## src/rtl/regfile_pkg.sv

```systemverilog
// Shared constants and types for the multi-port register file.
package regfile_pkg;
  localparam int DATA_W_DEF = 16;
  localparam int ADDR_W_DEF = 4;
  localparam int NUM_RD_DEF = 2;

  typedef enum logic {IDLE = 1'b0, CLEAR = 1'b1} rf_state_e;
endpackage

```

## src/rtl/regfile_mp_if.sv

```systemverilog
// Decode/writeback-facing bus of the register file: write port, packed read ports, clear handshake.
interface regfile_mp_if
  import regfile_pkg::*;
#(
  parameter int DATA_W = DATA_W_DEF,
  parameter int ADDR_W = ADDR_W_DEF,
  parameter int NUM_RD = NUM_RD_DEF
);
  logic [DATA_W-1:0]        writeData;
  logic [ADDR_W-1:0]        writeReg;
  logic                     RegWriteControl;
  logic [NUM_RD*ADDR_W-1:0] readAddr;
  logic [NUM_RD*DATA_W-1:0] readData;
  logic                     clearReq;
  logic                     busy;
  logic                     wrDropped;

  modport master (
    output writeData, writeReg, RegWriteControl, readAddr, clearReq,
    input  readData, busy, wrDropped
  );

  modport slave (
    input  writeData, writeReg, RegWriteControl, readAddr, clearReq,
    output readData, busy, wrDropped
  );
endinterface

```

## src/rtl/regfile_clear_fsm.sv

```systemverilog
// Clear-sweep sequencer: walks a pointer over every register, one per clock,
// and flags writes that arrive while the sweep owns the array.
module regfile_clear_fsm
  import regfile_pkg::*;
#(
  parameter int ADDR_W = ADDR_W_DEF
) (
  input  logic              CLK,
  input  logic              RST_N,
  input  logic              clearReq,
  input  logic              wrEn,
  output logic              busy,
  output logic              wrDropped,
  output logic              clrEn,
  output logic [ADDR_W-1:0] clrAddr
);
  rf_state_e         state, state_nxt;
  logic [ADDR_W-1:0] ptr, ptr_nxt;

  always_ff @(posedge CLK or negedge RST_N) begin
    if (!RST_N) begin
      state     <= IDLE;
      ptr       <= '0;
      busy      <= 1'b0;
      wrDropped <= 1'b0;
    end else begin
      state     <= state_nxt;
      ptr       <= ptr_nxt;
      busy      <= (state_nxt == CLEAR);
      wrDropped <= wrEn && (state == CLEAR);
    end
  end

  always_comb begin
    state_nxt = state;
    ptr_nxt   = ptr;
    clrEn     = 1'b0;
    clrAddr   = ptr;
    unique case (state)
      IDLE: begin
        if (clearReq) begin
          state_nxt = CLEAR;
          ptr_nxt   = '0;
        end
      end
      CLEAR: begin
        // clearReq is ignored here; the last register wraps the pointer back to 0
        clrEn   = 1'b1;
        ptr_nxt = ptr + 1'b1;
        if (ptr == '1) state_nxt = IDLE;
      end
      default: state_nxt = IDLE;
    endcase
  end
endmodule

```

## src/rtl/regfile_mp.sv

```systemverilog
// Parametrised register file: one write port, NUM_RD combinational read ports,
// optional hardwired r0, optional write-to-read bypass, and a multi-cycle clear sweep.
module regfile_mp
  import regfile_pkg::*;
#(
  parameter int DATA_W   = DATA_W_DEF,
  parameter int ADDR_W   = ADDR_W_DEF,
  parameter int NUM_RD   = NUM_RD_DEF,
  parameter bit ZERO_REG = 1'b1,
  parameter bit BYPASS   = 1'b1
) (
  input logic         CLK,
  input logic         RST_N,
  regfile_mp_if.slave bus
);
  localparam int DEPTH = 2 ** ADDR_W;

  logic [DEPTH-1:0][DATA_W-1:0] mem;
  logic                         clr_en;
  logic [ADDR_W-1:0]            clr_addr;
  logic                         we;

  regfile_clear_fsm #(.ADDR_W(ADDR_W)) u_clr (
    .CLK       (CLK),
    .RST_N     (RST_N),
    .clearReq  (bus.clearReq),
    .wrEn      (bus.RegWriteControl),
    .busy      (bus.busy),
    .wrDropped (bus.wrDropped),
    .clrEn     (clr_en),
    .clrAddr   (clr_addr)
  );

  // Effective write: idle only, and r0 writes vanish when it is hardwired
  assign we = bus.RegWriteControl && !clr_en &&
              !(ZERO_REG && (bus.writeReg == '0));

  always_ff @(posedge CLK or negedge RST_N) begin
    if (!RST_N)      mem <= '0;
    else if (clr_en) mem[clr_addr] <= '0;
    else if (we)     mem[bus.writeReg] <= bus.writeData;
  end

  for (genvar i = 0; i < NUM_RD; i++) begin : g_rd
    logic [ADDR_W-1:0] ra;
    logic [DATA_W-1:0] stored;
    logic              hit;

    assign ra     = bus.readAddr[i*ADDR_W +: ADDR_W];
    assign stored = (ZERO_REG && (ra == '0)) ? '0 : mem[ra];
    assign hit    = BYPASS && we && (bus.writeReg == ra);
    assign bus.readData[i*DATA_W +: DATA_W] = hit ? bus.writeData : stored;
  end
endmodule

```

## src/flat_wrapper.sv

```systemverilog
// flat-port wrapper written by rule: the top's interface ports become plain ports
module regfile_mp_flat import regfile_pkg::*;
#(
  parameter int DATA_W   = DATA_W_DEF,
  parameter int ADDR_W   = ADDR_W_DEF,
  parameter int NUM_RD   = NUM_RD_DEF,
  parameter bit ZERO_REG = 1'b1,
  parameter bit BYPASS   = 1'b1
)
  (CLK, RST_N, bus_writeData, bus_writeReg, bus_RegWriteControl, bus_readAddr, bus_clearReq, bus_readData, bus_busy, bus_wrDropped);
  regfile_mp_if #(.DATA_W(DATA_W), .ADDR_W(ADDR_W), .NUM_RD(NUM_RD)) bus_i ();
  input logic CLK;
  input logic RST_N;
  input wire logic [$bits(bus_i.writeData)-1:0] bus_writeData;
  input wire logic [$bits(bus_i.writeReg)-1:0] bus_writeReg;
  input wire logic [$bits(bus_i.RegWriteControl)-1:0] bus_RegWriteControl;
  input wire logic [$bits(bus_i.readAddr)-1:0] bus_readAddr;
  input wire logic [$bits(bus_i.clearReq)-1:0] bus_clearReq;
  output wire logic [$bits(bus_i.readData)-1:0] bus_readData;
  output wire logic [$bits(bus_i.busy)-1:0] bus_busy;
  output wire logic [$bits(bus_i.wrDropped)-1:0] bus_wrDropped;
  assign bus_i.writeData = bus_writeData;
  assign bus_i.writeReg = bus_writeReg;
  assign bus_i.RegWriteControl = bus_RegWriteControl;
  assign bus_i.readAddr = bus_readAddr;
  assign bus_i.clearReq = bus_clearReq;
  assign bus_readData = bus_i.readData;
  assign bus_busy = bus_i.busy;
  assign bus_wrDropped = bus_i.wrDropped;
  regfile_mp #(.DATA_W(DATA_W), .ADDR_W(ADDR_W), .NUM_RD(NUM_RD), .ZERO_REG(ZERO_REG), .BYPASS(BYPASS)) u_core (.CLK(CLK), .RST_N(RST_N), .bus(bus_i));
endmodule
```

## config.mk

```make
export PLATFORM = sky130hd
export DESIGN_NAME = regfile_mp_flat
export DESIGN_NICKNAME = d
export VERILOG_FILES = /design/src/rtl/regfile_pkg.sv /design/src/rtl/regfile_mp_if.sv /design/src/rtl/regfile_clear_fsm.sv /design/src/rtl/regfile_mp.sv /design/src/flat_wrapper.sv
export SDC_FILE = /design/constraint.sdc
export NUM_CORES = 1
export LEC_CHECK = 0
export CORE_UTILIZATION = 45
export DETAILED_ROUTE_END_ITERATION = 16
export MAX_ROUTING_LAYER = met4
export SYNTH_ARGS = -nofsm -noshare
export SYNTH_HDL_FRONTEND = slang
export SYNTH_HIERARCHICAL = 1
export SYNTH_SLANG_ARGS = --single-unit
export TNS_END_PERCENT = 5
```

## constraint.sdc

```tcl
create_clock -name CLK -period 7.11 [get_ports CLK]
set_clock_uncertainty 0.1 [all_clocks]
set_input_delay 1.7775 -clock CLK [delete_from_list [all_inputs] [get_ports CLK]]
set_output_delay 1.7775 -clock CLK [all_outputs]
set_load 0.01 [all_outputs]
```

**Yosys cells after proc, flatten, opt, wreduce, memory -nomap -nowiden**

Cells that the tools add are included.

- $add $sub $neg: 1
- Magnitude comparators: 6
- Equality and inequality tests: 4
- Multiplexer cells: 21
- Bitwise logic cells: 3
- Reduce and logical (&&, ||, !) cells: 13

Operators with widths:

| kind | number |
|---|---|
| 256-bit two-way mux | 2 |
| 256-bit AND | 1 |
| 256-bit bitwise mux | 1 |
| 256-bit NOT | 1 |
| 16-bit binary-select mux with 4-bit select | 2 |
| 16-bit demux with 4-bit select | 2 |
| 16-bit two-way mux | 8 |
| 4-bit by 5-bit less-than comparator with 1-bit output (second input constant) | 4 |
| 4-bit zero test | 3 |
| 4-bit == test | 2 |
| 4-bit by 1-bit >= comparator with 1-bit output (second input constant) | 2 |
| 4-bit one-hot mux with 2 select lines | 1 |
| 1-bit logical AND | 7 |
| 4-bit by 1-bit adder with 4-bit output (second input constant) | 1 |
| 4-bit == test (second input constant) | 1 |
| 4-bit two-way mux | 1 |
| 1-bit two-way mux | 3 |
| 1-bit zero test | 2 |
| 2-bit != test (second input constant) | 1 |
| 1-bit one-hot mux with 2 select lines | 1 |
| 2-bit nonzero test | 1 |
| 1-bit NOT | 1 |

- Flip-flop bits (word level): 262
- Input bits: 32
- Output and inout bits: 34
- Logic and storage cells: 67

**Longest topological paths before layout**

- Depth in word-level cells: 7
- Depth in mapped cells: 7
- Gate-level depth less buffers: 4

**By module**

The synthesis kept the hierarchy.

Modules (own cells, without submodules):

| module | instances | cells each | area an instance (um2) |
|---|---|---|---|
| regfile_mp | 1 | 962 | 13,594.3 |
| regfile_clear_fsm | 1 | 22 | 276.5 |

**Worst setup path before layout**

OpenSTA, ideal clock, no wires.

- Path type: in2out
- Start point: input bus_readAddr[5]
- End point: output bus_readData[21]
- Arrival time: 3,193 ps
- Data required time: 5,233 ps
- Setup slack: 2,040 ps
- Stages: 6
- Path buffers: 2
- Cells stage by stage: buf_4 buf_2 mux4_2 a22oi_1 nand2_1 a22o_1

- Longest elaborated chain between the ends: 4
- Elaborated cells between the ends (all ways): 7
- Classes of those cells: eq/ne (1); mux (4); reduce/logical (2)

Ends and longest elaborated chain:

| element | line | RTL |
|---|---|---|
| start, declared | flat_wrapper.sv:17 | `input wire logic [$bits(bus_i.readAddr)-1:0] bus_readAddr;` |
| 16-bit binary-select mux with 4-bit select | regfile_mp.sv:50 | `assign stored = (ZERO_REG && (ra == '0)) ? '0 : mem[ra];` |
| 16-bit two-way mux (implied by the code) | regfile_mp.sv:50 |  |
| 16-bit two-way mux | regfile_mp.sv:50 |  |
| 16-bit two-way mux * | regfile_mp.sv:52 | `assign bus.readData[i*DATA_W +: DATA_W] = hit ? bus.writeData : stored;` |
| end, declared | flat_wrapper.sv:19 | `output wire logic [$bits(bus_i.readData)-1:0] bus_readData;` |

Mark *: on every way between the ends. The rest lies on a longest branch, timed or not. The select of a mux whose other input is x is not followed.

**Final worst setup path**

- Start point: input bus_writeReg[1]
- End point: output bus_readData[14]

- Longest elaborated chain between the ends: 5
- Elaborated cells between the ends (all ways): 6
- Classes of those cells: eq/ne (1); mux (1); reduce/logical (4)

Ends and longest elaborated chain:

| element | line | RTL |
|---|---|---|
| start, declared | flat_wrapper.sv:15 | `input wire logic [$bits(bus_i.writeReg)-1:0] bus_writeReg;` |
| 4-bit zero test | regfile_mp.sv:36 | `!(ZERO_REG && (bus.writeReg == '0));` |
| 1-bit zero test | regfile_mp.sv:36 |  |
| 1-bit logical AND | regfile_mp.sv:35 | `assign we = bus.RegWriteControl && !clr_en &&` |
| 1-bit logical AND * | regfile_mp.sv:51 | `assign hit = BYPASS && we && (bus.writeReg == ra);` |
| 16-bit two-way mux * | regfile_mp.sv:52 |  |

Mark *: on every way between the ends. The rest lies on a longest branch, timed or not.

==> results.md <==
- Status: complete, no violations
- Asr flop ratio synth: 100.0%
- Root Buffer Master: clkbuf_16
- Worst setup margin: ~500 ps
- Worst-Skew Late Latency: ~560 ps
- Final Hold Fails: 0
- HP Class: flip-flop to flip-flop
- Fin nets: 1020
- DIE AREA: about 0.032 sq mm
- Drt pass-1 iters: 8
- Fmax: about 0.15 GHz
- Post-synth EDFFs: 0
- Hold_buf cts: 0
- Max Cap Violations: 0
- Vias/cell: about 7
- Setup CP Type: input port to output pin
- Via Count: around 10k
- Number of gates resized after cts: 0
- Place WS: 493.9 ps
- Met1 usage: between 40% and 50%
- Initial Util: 46.31%
- N_diodes: 0
- Crit end category: output pin
- Core Region: 0.02995 sq mm
- GRT met2 Usage: about 44%
- Post-synthesis sequential area ratio: between 40% and 50%
- # IOs: 66
- Setup violations, final: 0
- Largest net degree at the start of global routing: 100
- Post-CTS setup repair buffer count: 0
- Final GP Congestion: between 0.8 and 0.9
- Layout cells sized above 1: between 20% and 30%
- Syn_area_per_cell: ~14 sq um
- Critical path arrival: between 4000 and 5000 ps
- H-tree Lvls: 1
- GRT Max-Usage Layer: met2
- RSZ-0062 raised after global routing: no
- CTS clk-pin slew, worst paths: around 50 ps
- # port buffers: 65
- Setup TNS: 0 ps
- Synthesized cell area: approximately 0.014 sq mm
- Startpoint types: input port
- Period utilization: between 90% and 100%
- Number of global-route vias before repair: ~10k
- CP Max Fanout: 16
- Drt drc: 0
- Area grow syn2layout: 13.03%
- Die Y: roughly 180 um
- Rel. slew slack: between 10% and 20%
- Sink Count: 262
- Leakage: roughly 0.0069 uW
- Dpl hpwl: roughly 26000 um
- Count of cell types in the netlist: 42
- Die width: 177.6 um
- Longest Clk Path Bufs: 3
- Worst-margin pin slew: about 1300 ps
- Final Max Tran Viols: 0
- Post-synth top flop: dfrtp_1
- Yosys reg bits: between 200 and 300
- Grt ovf: 0
- Max VDD drop: approximately 0.0002 V
- Wire length of the first global-routing pass: about 67000 um
- Cell Area, Placed: between 0.01 and 0.015 sq mm
- Min Tclk post-route: roughly 6600 ps
- Initial antenna violation count: 0
- Gr usage total: 29.68%
- CTS Buf Count: 30
- Met3 usage: 5.763%
- Routed Wire Length: 43540 um
- CTS tree: done
- P per Cell Area: ~300 mW/mm^2
- Cells after synthesis: 984
- Post-route cell area: approximately 0.016 sq mm
- Initial DRC Count: approximately 950
- Syn nets: 1017
- Detail Route Antenna Nets: 0
- Num rows: 63
- Synth warn: 6
- Critical Path RT: roughly 5200 ps
- Routed len/inst: between 30 and 40 um
cell usage after synthesis, types with 2 or more instances:
library cell / count / area share (%)
buf_6: 9 / 0.73
mux4_2: 128 / 21
buf_2: 26 / 0.94
nand2_1: 38 / 1.0
a21oi_2: 6 / 0.38
nand2b_1: 4 / 0.18
clkbuf_1: 49 / 1.3
nor2_2: 10 / 0.45
nor3_4: 2 / 0.23
a31oi_2: 4 / 0.36
a22o_1: 274 / 17
xor2_1: 7 / 0.44
buf_1: 24 / 0.65
buf_4: 13 / 0.70
nor2b_1: 5 / 0.23
a21oi_1: 4 / 0.14
and2_1: 20 / 0.90
nor2_8: 3 / 0.43
xnor2_1: 3 / 0.19
a21oi_4: 2 / 0.23
dfrtp_1: 262 / 47
nor4_1: 2 / 0.090
nor2_1: 6 / 0.16
a22oi_1: 64 / 3.5
nand4bb_1: 2 / 0.16
cells in the final DEF, fill, tap and decap left out, drive strengths merged, types with 4 or more instances in the layout:
master         synthesis  final
mux4                 128    128
nand2b                 4      4
a22o                 274    274
nand2                 38     38
clkinv                 0      6
nor2b                  5      5
a21oi                 12     12
a31oi                  4      4
nor2                  20     20
xor2                   7      7
buf                   72     32
and2                  20     20
clkdlybuf4s50          0     60
a22oi                 64     64
dfrtp                262    262
clkbuf                49     48
sequential cells by signal (all words and copies together) (netlist names):
name / cells
u_core/u_clr/wrDropped: 1
u_core/u_clr/clrAddr: 4
u_core/u_clr/state: 1
u_core/mem: 256
critical path, cell delays in order:
cell             delay [ps]
clkdlybuf4s50_1         780
nor4_2                  120
nor4_1                  460
and2_1                  680
a22o_1                  340
clkdlybuf4s50_1         560
through the flow:
| stage | cells | hold WS [ps] | power, uW | util [%] |
|---|---|---|---|---|
| 3_5_place_dp | 1345 | 393.3 | 3099 | 49.01 |
| 2_1_floorplan | 984 | 366.6 | 2709 | - |
| 3_3_place_gp | 1345 | 386.4 | 3080 | 49.01 |
| 6_report | 1400 | 409.3 | 4642 | 52.34 |
| 5_1_grt | 1400 | 423.0 | 4831 | 52.34 |
| 4_1_cts | 1400 | 415.5 | 4662 | 52.34 |
report_power, final:
part / internal, uW / switching [uW]
Sequential: 1740 / 224
Clock: 932 / 612
Combinational: 551 / 579
metal layers:
layer  up-vias  routed length, um
met2       465              20080
met3        90               3433
met1      5288              18590
li1       4003                  -
met5         -                  0
met4         0               1432
path summary, 6_finish.rpt:
check | cells past startpoint | end | slack (ps) | startpoint
worst max-delay path | 6 | bus_readData[14] | 500 | bus_writeReg[1]
worst min-delay path | 1 | u_core/mem[0] | 410 | u_core/mem[0]
worst max register to register | 4 | u_core/mem[106] | 4050 | u_core/u_clr/state
worst min register to register | 1 | u_core/mem[0] | 410 | u_core/mem[0]
max in group asynchronous | 2 | u_core/mem[33] | 4460 | RST_N
min in group asynchronous | 1 | u_core/mem[130] | 1160 | RST_N
layout make-up:
class	count	area, sq um
fill	2517	14270
tap	390	488.0
clock buffer	48	939.7
multi-input combinational	601	6711
clock inverter	7	60.06
timing repair buffer	92	923.4
sequential	262	6556
kinds of logic (layout without fill, tap and decap cells):
family,after synthesis,after routing,share of synthesized area [%]
xor gates and xnor gates,10,10,0.6315
DFF,262,262,47.27
and+or+nand+nor,104,104,4.691
buffers and inverters,121,147,4.348
adders and majority gates,1,1,0.09019
muxes,129,129,20.86
AOI/OAI and AO/OA,357,357,22.12
(Power assumes the default switching activity.)
